--- src/rtl/nic_rx_pkg.sv ---
// Shared receive-path definitions: packed output word layout, packer FSM
// states and the default frame size limit.
package nic_rx_pkg;

  localparam int PACKED_W                = 70;
  localparam int PW_DATA_W               = 64;
  localparam int PW_DATA_LSB             = 0;
  localparam int PW_NBYTES_W             = 4;
  localparam int PW_NBYTES_LSB           = 64;
  localparam int PW_LAST_BIT             = 68;
  localparam int PW_ERR_BIT              = 69;
  localparam int MAX_FRAME_BYTES_DEFAULT = 1536;
  localparam int FRAME_CNT_W             = 11;

  typedef enum logic {
    ACCUM   = 1'b0,
    DISCARD = 1'b1
  } pack_state_e;

  function automatic logic [PACKED_W-1:0] pack_word(
    input logic                   err,
    input logic                   last,
    input logic [PW_NBYTES_W-1:0] nbytes,
    input logic [PW_DATA_W-1:0]   data
  );
    logic [PACKED_W-1:0] w;
    w                                 = '0;
    w[PW_ERR_BIT]                     = err;
    w[PW_LAST_BIT]                    = last;
    w[PW_NBYTES_LSB +: PW_NBYTES_W]   = nbytes;
    w[PW_DATA_LSB +: PW_DATA_W]       = data;
    return w;
  endfunction

endpackage

--- src/rtl/rx_pipe_skid.sv ---
// Small circular input buffer between the upstream FIFO read pipe and the
// packer; head entry is presented from registers the cycle after a push.
module rx_pipe_skid #(
  parameter int WIDTH = 10,
  parameter int DEPTH = 3
) (
  input  logic                           clk,
  input  logic                           reset,
  input  logic                           push,
  input  logic [WIDTH-1:0]               push_data,
  input  logic                           pop,
  output logic                           head_valid,
  output logic [WIDTH-1:0]               head_data,
  output logic [$clog2(DEPTH+1)-1:0]     count
);

  localparam int PTR_W = $clog2(DEPTH);
  localparam int CNT_W = $clog2(DEPTH+1);

  logic [WIDTH-1:0] mem_reg [DEPTH];
  logic [PTR_W-1:0] rd_ptr_reg;
  logic [PTR_W-1:0] wr_ptr_reg;
  logic [CNT_W-1:0] count_reg;
  logic             pop_ok;

  function automatic logic [PTR_W-1:0] next_ptr(input logic [PTR_W-1:0] p);
    return (p == PTR_W'(DEPTH-1)) ? '0 : p + 1'b1;
  endfunction

  assign pop_ok     = pop && (count_reg != '0);
  assign head_valid = (count_reg != '0);
  assign head_data  = mem_reg[rd_ptr_reg];
  assign count      = count_reg;

  always_ff @(posedge clk) begin
    if (reset) begin
      rd_ptr_reg <= '0;
      wr_ptr_reg <= '0;
      count_reg  <= '0;
      for (int i = 0; i < DEPTH; i++) mem_reg[i] <= '0;
    end else begin
      if (push) begin
        mem_reg[wr_ptr_reg] <= push_data;
        wr_ptr_reg          <= next_ptr(wr_ptr_reg);
      end
      if (pop_ok) rd_ptr_reg <= next_ptr(rd_ptr_reg);
      case ({push, pop_ok})
        2'b10:   count_reg <= count_reg + 1'b1;
        2'b01:   count_reg <= count_reg - 1'b1;
        default: count_reg <= count_reg;
      endcase
    end
  end

endmodule

--- src/rtl/rx_frame_packer.sv ---
// Packs byte-wide receive entries into 64-bit little-endian words with frame
// size policing. Define RX_PACK_STATS_EN to add frame/byte/oversize counters.
module rx_frame_packer
  import nic_rx_pkg::*;
#(
  parameter int MAC_WIDTH       = 8,
  parameter int NIC_WIDTH       = 10,
  parameter int MAX_FRAME_BYTES = MAX_FRAME_BYTES_DEFAULT
) (
  input  logic                 clk,
  input  logic                 reset,
  input  logic [NIC_WIDTH-1:0] RX_FIFO_pipe_read_data,
  output logic                 RX_FIFO_pipe_read_req,
  input  logic                 RX_FIFO_pipe_read_ack,
  output logic [PACKED_W-1:0]  RX_PACKED_pipe_write_data,
  output logic                 RX_PACKED_pipe_write_req,
  input  logic                 RX_PACKED_pipe_write_ack
`ifdef RX_PACK_STATS_EN
  ,
  output logic [31:0]          frame_count,
  output logic [31:0]          byte_count,
  output logic [15:0]          oversize_count
`endif
);

  localparam int LANES     = PW_DATA_W / MAC_WIDTH;
  localparam int BUF_DEPTH = 3;

  logic                    in_flight_reg;
  logic                    head_valid;
  logic [NIC_WIDTH-1:0]    head_data;
  logic [1:0]              buf_count;
  logic                    pop;

  pack_state_e             state_reg;
  logic [PW_DATA_W-1:0]    acc_data_reg;
  logic [PW_NBYTES_W-1:0]  acc_cnt_reg;
  logic [FRAME_CNT_W-1:0]  frame_bytes_reg;
  logic                    out_valid_reg;
  logic [PACKED_W-1:0]     out_data_reg;

  logic                    head_last;
  logic                    head_keep;
  logic [MAC_WIDTH-1:0]    head_byte;
  logic [PW_DATA_W-1:0]    merged_data;
  logic                    closes;
  logic                    over_limit;
  logic                    out_accept;
  logic                    out_free;

  rx_pipe_skid #(
    .WIDTH (NIC_WIDTH),
    .DEPTH (BUF_DEPTH)
  ) u_skid (
    .clk        (clk),
    .reset      (reset),
    .push       (in_flight_reg),
    .push_data  (RX_FIFO_pipe_read_data),
    .pop        (pop),
    .head_valid (head_valid),
    .head_data  (head_data),
    .count      (buf_count)
  );

  // Entry layout is {tlast, tdata, tkeep}.
  assign head_last = head_data[NIC_WIDTH-1];
  assign head_byte = head_data[MAC_WIDTH:1];
  assign head_keep = head_data[0];

  // Counting in-flight reads keeps the buffer from ever overflowing.
  assign RX_FIFO_pipe_read_req = !reset &&
      (({1'b0, buf_count} + {2'b00, in_flight_reg}) < 3'(BUF_DEPTH));

  assign RX_PACKED_pipe_write_req  = out_valid_reg && !reset;
  assign RX_PACKED_pipe_write_data = reset ? '0 : out_data_reg;

  assign out_accept = RX_PACKED_pipe_write_req && RX_PACKED_pipe_write_ack;
  assign out_free   = !out_valid_reg || out_accept;

  genvar gi;
  generate
    for (gi = 0; gi < LANES; gi++) begin : g_lane
      assign merged_data[gi*MAC_WIDTH +: MAC_WIDTH] =
          (acc_cnt_reg == PW_NBYTES_W'(gi)) ? head_byte
                                            : acc_data_reg[gi*MAC_WIDTH +: MAC_WIDTH];
    end
  endgenerate

  assign closes     = head_last || (head_keep && (acc_cnt_reg == PW_NBYTES_W'(LANES-1)));
  assign over_limit = head_keep &&
      (({1'b0, frame_bytes_reg} + 12'd1) > 12'(MAX_FRAME_BYTES));

  // An entry that would produce an output word waits for a free output slot.
  always_comb begin
    pop = 1'b0;
    if (head_valid) begin
      if (state_reg == DISCARD || over_limit) pop = !head_last || out_free;
      else                                    pop = !closes || out_free;
    end
  end

  always_ff @(posedge clk) begin
    if (reset) begin
      state_reg       <= ACCUM;
      in_flight_reg   <= 1'b0;
      acc_data_reg    <= '0;
      acc_cnt_reg     <= '0;
      frame_bytes_reg <= '0;
      out_valid_reg   <= 1'b0;
      out_data_reg    <= '0;
    end else begin
      in_flight_reg <= RX_FIFO_pipe_read_req && RX_FIFO_pipe_read_ack;
      if (out_accept) out_valid_reg <= 1'b0;
      if (pop) begin
        case (state_reg)
          ACCUM: begin
            if (over_limit) begin
              acc_data_reg    <= '0;
              acc_cnt_reg     <= '0;
              frame_bytes_reg <= '0;
              if (head_last) begin
                out_valid_reg <= 1'b1;
                out_data_reg  <= pack_word(1'b1, 1'b1, 4'd0, 64'd0);
              end else begin
                state_reg <= DISCARD;
              end
            end else if (closes) begin
              out_valid_reg <= 1'b1;
              out_data_reg  <= head_keep
                  ? pack_word(1'b0, head_last, acc_cnt_reg + 4'd1, merged_data)
                  : pack_word(1'b0, 1'b1, acc_cnt_reg, acc_data_reg);
              acc_data_reg    <= '0;
              acc_cnt_reg     <= '0;
              frame_bytes_reg <= head_last ? '0 : frame_bytes_reg + FRAME_CNT_W'(head_keep);
            end else if (head_keep) begin
              acc_data_reg    <= merged_data;
              acc_cnt_reg     <= acc_cnt_reg + 4'd1;
              frame_bytes_reg <= frame_bytes_reg + 1'b1;
            end
          end
          DISCARD: begin
            if (head_last) begin
              out_valid_reg   <= 1'b1;
              out_data_reg    <= pack_word(1'b1, 1'b1, 4'd0, 64'd0);
              frame_bytes_reg <= '0;
              state_reg       <= ACCUM;
            end
          end
        endcase
      end
    end
  end

`ifdef RX_PACK_STATS_EN
  logic [31:0] frame_count_reg;
  logic [31:0] byte_count_reg;
  logic [15:0] oversize_count_reg;

  always_ff @(posedge clk) begin
    if (reset) begin
      frame_count_reg    <= '0;
      byte_count_reg     <= '0;
      oversize_count_reg <= '0;
    end else if (out_accept) begin
      frame_count_reg    <= frame_count_reg + 32'(out_data_reg[PW_LAST_BIT]);
      byte_count_reg     <= byte_count_reg + 32'(out_data_reg[PW_NBYTES_LSB +: PW_NBYTES_W]);
      oversize_count_reg <= oversize_count_reg + 16'(out_data_reg[PW_ERR_BIT]);
    end
  end

  assign frame_count    = frame_count_reg;
  assign byte_count     = byte_count_reg;
  assign oversize_count = oversize_count_reg;
`endif

endmodule

--- config.mk ---
export PLATFORM = sky130hd
export DESIGN_NAME = rx_frame_packer
export DESIGN_NICKNAME = d
export VERILOG_FILES = /design/src/rtl/nic_rx_pkg.sv /design/src/rtl/rx_pipe_skid.sv /design/src/rtl/rx_frame_packer.sv
export SDC_FILE = /design/constraint.sdc
export NUM_CORES = 1
export LEC_CHECK = 0
export CORE_UTILIZATION = 58
export DETAILED_ROUTE_END_ITERATION = 10
export HOLD_SLACK_MARGIN = 0.1
export PLACE_DENSITY = 0.8
export SYNTH_ARGS = -nofsm -noshare
export SYNTH_HDL_FRONTEND = slang
export SYNTH_SLANG_ARGS = --single-unit
--- constraint.sdc ---
create_clock -name clk -period 3.55 [get_ports clk]
set_input_delay 0.71 -clock clk [delete_from_list [all_inputs] [get_ports clk]]
set_output_delay 0.71 -clock clk [all_outputs]
set_load 0.05 [all_outputs]
==> flow_summary.toml, run 1 <==
[critical_path]
cp_top_family = "compound AO/OA/AOI/OAI gates"
worst_setup_path_end_kind = "flop"
path_class = "reg2reg"
critPathBufInv = 0
start_kind = "flop"
crit_required_ns = 3.87
crit_path_max_fanout = 15
max_stage_delay_ns = 0.70
slowest_stage = "a22oi_2"
cp.arrival_ns = 3.43
crit_chain = "nand3_1 -> nor4_2 -> nor2_1 -> a22oi_2 -> o21ai_1 -> a222oi_1 -> o2bb2ai_1"

[placed_design]
dp_cells = 1222
dpl_worst_slack_ns = 0.450
port_buffers = 85
gp_routability_congestion = 0.939
hpwl_mm = 16.0

[clock_network]
cts-root-buf = "clkbuf_16"
cts_sinks = 200
h-tree-depth = 4
cts-hold-fix-buffers = 0
postCtsResizedCells = 0
postCtsSetupRepairBufs = 0
clk_latency_ns = 0.44
cts_tree = "done"
cts_buffer_depth = 2
clk_pin_slew_ns = 0.07
cts_buffers = 17

[synthesis]
syn-cell-area_um2 = 9710
ys_ff_latch = 200
synth_nets = 990
syn_inst = 965
synth_common_cells = "dfxtp_1, nor2_1, inv_1"
synth_edf_count = 40
ys_seq_area_frac = 0.453
yosys.area.top_type_share = 0.330
yosysMostFrequentCell = "dfxtp_1"
synthTopCellsByArea = "dfxtp_1, edfxtp_1, mux2i_1"
synth_area_leader_cell = "dfxtp_1"
ys_async_sr_fraction = 0
syn_area_per_cell_um2 = 10.1
yosysWarningCount = 0
synthDistinctLibCells = 81
synth_ff_type = "dfxtp_1"

[run_status]
status = "completed"

[grt]
overflow = 0
grt_pass1_vias = 7589
antenna_found_initial = 0
grt_pass1_wl_mm = 40.1
track_usage = 0.291
grt_max_degree = 51

[sta]
slew_violations = 0
fin_crit_sh = 0.876
setup_viol = 0
grt_setup_unrepaired = "no"
fin_skew_ns = 0.0103
fin_ws_ns = 0.441
fmax_mhz = 322
max_slew_margin = 0.222
whs_ns = 0.462
hold_viol_final = 0
worstMarginPinSlew_ns = 1.16
tns_ns = 0
min_period_ns = 3.11

[die]
die_h_um = 131
design.core.area_um2 = 16100
die_x_um = 131
std_cell_rows = 46
die-area_um2 = 17300
io_pins = 86
initial_core_util = 0.603

[layout]
antenna_cells = 0
final_nets = 1050
largest_reg_flops = 70
syn_to_final_growth_pct = 16.5
n_fill_cell = 1240
drive_above_1_share = 0.106
stdcell_count = 1254
multi_input_area_um2 = 4760
regArea_um2 = 4400

[drt]
wire_per_inst_um = 19.9
num_vias = 8086
drtIter0Drc = 786
via_per_inst = 6.45
final_antenna_net_count = 0
drc_errors = 0
drt_pass1_iterations = 8
totalWireLength_mm = 24.9

[power]
leakagePower_uw = 0.00392
power_density_nw_per_um2 = 566
power_uw = 6400
vdd_drop_max_v = 0.000565

[run]
max_cap_violations = 0

[worst_hold_path]
hp-class = "reg2reg"
## area by class of cell
| cell class | count | area share |
|---|---|---|
| Multi-Input combinational cell | 634 | 0.420 |
| Sequential cell | 200 | 0.389 |
| Timing Repair Buffer | 115 | 0.0958 |
| Clock buffer | 22 | 0.0429 |
| Tap cell | 216 | 0.0239 |
| Inverter | 57 | 0.0193 |
| Clock inverter | 10 | 0.00851 |
## final timing paths
check / depth (start not counted) / slack, ns / to / startpoint
worst min register to register: 1 / 0.46 / acc_data_reg[2]$_SDFFE_PP0P_ / acc_data_reg[2]$_SDFFE_PP0P_
worst min-delay path: 1 / 0.46 / acc_data_reg[2]$_SDFFE_PP0P_ / acc_data_reg[2]$_SDFFE_PP0P_
worst max register to register: 7 / 0.44 / out_data_reg[8]$_SDFFE_PP0P_ / frame_bytes_reg[7]$_SDFFE_PP0P_
worst max-delay path: 7 / 0.44 / out_data_reg[8]$_SDFFE_PP0P_ / frame_bytes_reg[7]$_SDFFE_PP0P_
## power breakdown
part           internal, uW  total [uW]  switching, uW
Clock                  1030        1910            885
Sequential             2420        2520           98.2
Combinational           563        1970           1410
Total                  4010        6400           2390
## logic make-up (layout without fill, tap and decap cells)
logic type | after synthesis | after routing | synth area share
adder cells (fa/ha/maj) | 11 | 11 | 0.0142
AND/OR/NAND/NOR | 279 | 279 | 0.153
buffers and inverters | 131 | 204 | 0.0576
flip-flops | 200 | 200 | 0.453
AO/OA/AOI/OAI | 291 | 291 | 0.257
multiplexers | 48 | 48 | 0.0600
XOR/XNOR | 5 | 5 | 0.00451
## layout by cell type (no fill, tap or decap), types with 31 or more instances in the layout
cell type,count
edfxtp_1,40
and2_1,44
buf_4,31
nor2b_1,39
nor2_1,73
nand2_1,48
o32ai_1,41
clkdlybuf4s50_1,83
dfxtp_1,160
inv_1,55
o2bb2ai_1,33
mux2i_1,38
## per-stage QoR
stage               instance area [um^2]   util
floorplan                           9710      -
global placement                   10700  0.666
detailed placement                 10700  0.666
CTS                                11300  0.702
global route                       11300  0.702
finish                             11300  0.702
## worst register-to-register path: stages (launching register included)
cell	delay, ns
dfxtp_1	0.56
nand3_1	0.21
nor4_2	0.51
nor2_1	0.14
a22oi_2	0.70
o21ai_1	0.39
a222oi_1	0.37
o2bb2ai_1	0.12
## routing by layer
metal	global-route usage	vias up	wire (um)
li1	-	3796	-
met1	0.382	3878	10400
met2	0.482	379	12100
met3	0.0583	33	2030
met4	0.0917	0	427
met5	0	-	0
Note: power is estimated with default switching activity, not from simulation.
==> run 2, diff against run 1 <==
- CAP_MARGIN: not set -> 5
- CORE_UTILIZATION: 58 -> 28
- PLACE_DENSITY: 0.8 -> not set
==> run 2 against run 1 <==
Die area grew 110%. Power grew 2.6%. Critical path type is now reg2out. First-iteration DRC count shrank 14%. Sequential share of layout area shrank 1.2 points. Clock skew grew 0.0045 ns. Highest routed layer unchanged.
==> flow_summary.toml, run 2 (synthesis results as in run 1) <==
[run_status]
status = "completed"

[power]
leakagePower_uw = 0.00397
power_frac_seq = 0.382
vdd_drop_max_v = 0.000411
power_frac_comb = 0.306
p_switching_uw = 2410
power_density_nw_per_um2 = 562
clkPwrFrac = 0.311
power.internal_uw = 4160
sw_frac_of_total = 0.367

[drt]
drc_errors = 0
final_antenna_net_count = 0
num_vias = 7963
drt_pass1_iterations = 8
via_per_inst = 5.35
drtIter0Drc = 674
wire_per_inst_um = 18.0
totalWireLength_mm = 26.8

[critical_path]
critPathBufInv = 1
slowest_stage = "clkdlybuf4s50_1"
regToRegStartpoint = "frame_bytes_reg[1]$_SDFFE_PP0P_"
cp.arrival_ns = 2.68
max_stage_delay_ns = 0.90
path_class = "reg2out"
crit_path_max_fanout = 6
crit_start = "u_skid.count[0]$_SDFFE_PP0P_"
crit_chain = "ha_1 -> ha_1 -> a211oi_1 -> clkdlybuf4s50_1"
ff2ff_setup_slack_ns = 0.43
worst_setup_path_end_kind = "output port"
cp_top_family = "buffers and inverters"
start_kind = "flop"
crit_top_cell = "ha_1"
crit_required_ns = 2.84

[grt]
overflow = 0
grt_pass1_vias = 7649
grt_max_degree = 62
grt_pass1_wl_mm = 42.8
antenna_found_initial = 0
track_usage = 0.151

[worst_hold_path]
hp-class = "reg2reg"
min_from = "acc_data_reg[60]$_SDFFE_PP0P_"

[sta]
grt_setup_unrepaired = "no"
slew_violations = 0
worstMarginPinSlew_ns = 1.04
setup_viol = 0
tns_ns = 0
fin_skew_ns = 0.0148
hold_viol_final = 0
fin_crit_sh = 0.954
max_slew_margin = 0.307
fmax_mhz = 295
whs_ns = 0.462
min_period_ns = 3.39

[clock_network]
cts_buffers = 17
postCtsSetupRepairBufs = 0
h-tree-depth = 4
clk_pin_slew_ns = 0.07
cts_sinks = 200
cts-hold-fix-buffers = 0
clk_latency_ns = 0.44
cts_buffer_depth = 2
cts_tree = "done"
cts-root-buf = "clkbuf_16"
postCtsResizedCells = 0

[die]
die-area_um2 = 35400
design.core.area_um2 = 33900
io_pins = 86
initial_core_util = 0.287
std_cell_rows = 67
die_h_um = 188
die_x_um = 188

[placed_design]
gp_routability_congestion = 0.908
detailed_place.area_um2 = 11100
dp_cells = 1457
port_buffers = 85
hpwl_mm = 18.4

[layout]
fin_util = 0.345
fin_area_um2 = 11700
largest_reg_flops = 70
layout_common_cells = "dfxtp_1, clkdlybuf4s50_1, nor2_1"
final_common_cell = "dfxtp_1"
drive_above_1_share = 0.109
regArea_um2 = 4400
multi_input_area_um2 = 4760
antenna_cells = 0
final_nets = 1053
syn_to_final_growth_pct = 20.3
n_fill_cell = 3509
stdcell_count = 1489

[run]
max_cap_violations = 0
==> run 2: cell types whose count changed in the layout (fill, tap and decap cells not counted), sizes merged <==
cell and change:
buf +2, clkinvlp -1, bufinv +2, clkbuf -1, clkdlybuf4s50 +1
==> run 2: worst register-to-register path: cells and delay by family, from the launching register on <==
family,cells,cell delay (ns)
adder cells (fa/ha/maj),1,0.35
AO/OA/AOI/OAI,6,1.58
AND/OR/NAND/NOR,1,0.25
flip-flops,1,0.62
buffers and inverters,1,0.19
==> run 2: final timing paths <==
| kind | end | cells after the start |
|---|---|---|
| worst max register to register | acc_data_reg[10]$_SDFFE_PP0P_ | 9 |
| worst max-delay path | RX_FIFO_pipe_read_req | 4 |
| worst min register to register | acc_data_reg[60]$_SDFFE_PP0P_ | 1 |
| worst min-delay path | acc_data_reg[60]$_SDFFE_PP0P_ | 1 |
==> run 2: power by group through the flow <==
| stage | Clock [uW] | Combinational (uW) | Sequential [uW] |
|---|---|---|---|
| final | 2040 | 2010 | 2510 |
| after global routing | 2170 | 2160 | 2520 |
| after CTS | 2070 | 2000 | 2510 |
| after detailed placement | 0 | 2000 | 2560 |
| after global placement | 0 | 1980 | 2560 |
| after floorplan | 0 | 1390 | 2530 |
==> run 2: through the flow <==
step	worst slack, ns	total power, uW
6_report	0.164	6570
5_1_grt	0.0638	6860
4_1_cts	0.163	6580
3_5_place_dp	0.462	4560
3_3_place_gp	0.472	4540
2_1_floorplan	0.289	3920
==> run 2: area by class of cell <==
class | instances | share of cell area
flip-flops and latches | 200 | 0.377
repair buffers | 118 | 0.0960
clock inverters | 11 | 0.0126
multi-input cells | 634 | 0.407
inverters | 57 | 0.0187
clock buffers | 21 | 0.0403
well taps | 448 | 0.0480
==> run 2: routing by layer <==
metal  vias to the layer above  wire length [um]  global-route usage
met2                       210             12200               0.238
met5                         -                 0                   0
met1                      3917             13000               0.213
li1                       3808                 -                   -
met4                         0               450              0.0435
met3                        28              1080              0.0251
==> run 3, diff against run 2 <==
- CORE_UTILIZATION: 28 -> 25
==> run 3 against run 2 <==
Power is 3.1% lower. Final cell count rose by 4.2%. Register-to-register slack barely moved. Setup slack worse by 0.00086 ns. Flip-flop and latch count is the same. Sequential power hardly changed.
==> flow_summary.toml, run 3 (synthesis results as in run 1) <==
[sta]
max_slew_margin = 0.204
tns_ns = 0
min_period_ns = 3.39
fin_crit_sh = 0.954
fin_skew_ns = 0.0159
whs_ns = 0.462
slew_violations = 0
grt_setup_unrepaired = "no"
fmax_mhz = 295
setup_viol = 0
worstMarginPinSlew_ns = 1.19
hold_viol_final = 0

[layout]
final_common_cell = "dfxtp_1"
regArea_um2 = 4400
layout_common_cells = "dfxtp_1, clkdlybuf4s50_1, nor2_1"
antenna_cells = 0
syn_to_final_growth_pct = 20.6
drive_above_1_share = 0.109
n_fill_cell = 3924
largest_reg_flops = 70
final_nets = 1054
multi_input_area_um2 = 4760

[drt]
drt_pass1_iterations = 5
final_antenna_net_count = 0
wire_per_inst_um = 17.4
drtIter0Drc = 724
totalWireLength_mm = 27.0
via_per_inst = 5.15
num_vias = 7991
drc_errors = 0

[run]
max_cap_violations = 0

[power]
power_frac_seq = 0.393
p_switching_uw = 2430
power_frac_comb = 0.315
sw_frac_of_total = 0.382
clkPwrFrac = 0.292
power.internal_uw = 3930
leakagePower_uw = 0.00394
power_density_nw_per_um2 = 543
vdd_drop_max_v = 0.000383

[grt]
grt_max_degree = 48
grt_pass1_vias = 7646
grt_pass1_wl_mm = 42.7
overflow = 0
track_usage = 0.139
antenna_found_initial = 0

[clock_network]
clk_pin_slew_ns = 0.07
cts-root-buf = "clkbuf_16"
cts_buffers = 17
cts-hold-fix-buffers = 0
clk_latency_ns = 0.45
h-tree-depth = 4
cts_tree = "done"
postCtsResizedCells = 0
cts_sinks = 200
postCtsSetupRepairBufs = 0
cts_buffer_depth = 2

[die]
die_x_um = 199
std_cell_rows = 71
io_pins = 86
design.core.area_um2 = 37900
initial_core_util = 0.256
die_h_um = 199
die-area_um2 = 39600

[worst_hold_path]
hp-class = "reg2reg"

[critical_path]
crit_path_max_fanout = 6
cp.arrival_ns = 2.68
path_class = "reg2out"
crit_required_ns = 2.84
worst_setup_path_end_kind = "output port"
start_kind = "flop"

[run_status]
status = "completed"

[placed_design]
gp_routability_congestion = 0.910
hpwl_mm = 18.7
port_buffers = 85
run 3: per-stage QoR:
| stage | instance area [um^2] | power [uW] | worst slack (ns) | instances | utilization |
|---|---|---|---|---|---|
| 2_1_floorplan | 9710 | 3920 | 0.289 | 965 | - |
| 3_3_place_gp | 11200 | 4520 | 0.457 | 1521 | 0.294 |
| 3_5_place_dp | 11200 | 4550 | 0.471 | 1521 | 0.294 |
| 4_1_cts | 11700 | 6400 | 0.129 | 1551 | 0.309 |
| 5_1_grt | 11700 | 6670 | 0.00769 | 1551 | 0.309 |
| 6_report | 11700 | 6360 | 0.163 | 1551 | 0.309 |
run 3: path summary, 6_finish.rpt:
check                                   from                       endpoint  slack, ns  cells past startpoint
max             u_skid.count[0]$_SDFFE_PP0P_          RX_FIFO_pipe_read_req       0.16                      4
min            acc_data_reg[56]$_SDFFE_PP0P_  acc_data_reg[56]$_SDFFE_PP0P_       0.46                      1
max reg2reg  frame_bytes_reg[1]$_SDFFE_PP0P_  out_data_reg[10]$_SDFFE_PP0P_       0.42                      8
min reg2reg    acc_data_reg[56]$_SDFFE_PP0P_  acc_data_reg[56]$_SDFFE_PP0P_       0.46                      1
run 3: cell type report:
type | instances | area share
multi-input cells | 634 | 0.406
clock inverters | 12 | 0.00940
inverters | 57 | 0.0187
well taps | 511 | 0.0546
clock buffers | 18 | 0.0375
repair buffers | 119 | 0.0974
flip-flops and latches | 200 | 0.376
run 3: worst max-delay path, stage by stage, from the launching register on:
cell	delay [ns]
dfxtp_1	0.46
ha_1	0.20
ha_1	0.22
a211oi_1	0.45
clkdlybuf4s50_1	0.90
run 3: power by group through the flow:
stage / clock, uW / sequential (uW) / combinational (uW)
after floorplan: 0 / 2530 / 1390
after global placement: 0 / 2550 / 1970
after detailed placement: 0 / 2550 / 1990
after CTS: 1900 / 2500 / 2000
after global routing: 1980 / 2520 / 2180
final: 1860 / 2500 / 2000
run 3: metal layers:
| layer | part of all wire | wire length (um) | track usage |
|---|---|---|---|
| met5 | 0 | 0 | 0 |
| met4 | 0.0073 | 197 | 0.0336 |
| met1 | 0.49 | 13200 | 0.191 |
| met2 | 0.46 | 12400 | 0.220 |
| met3 | 0.045 | 1210 | 0.0272 |
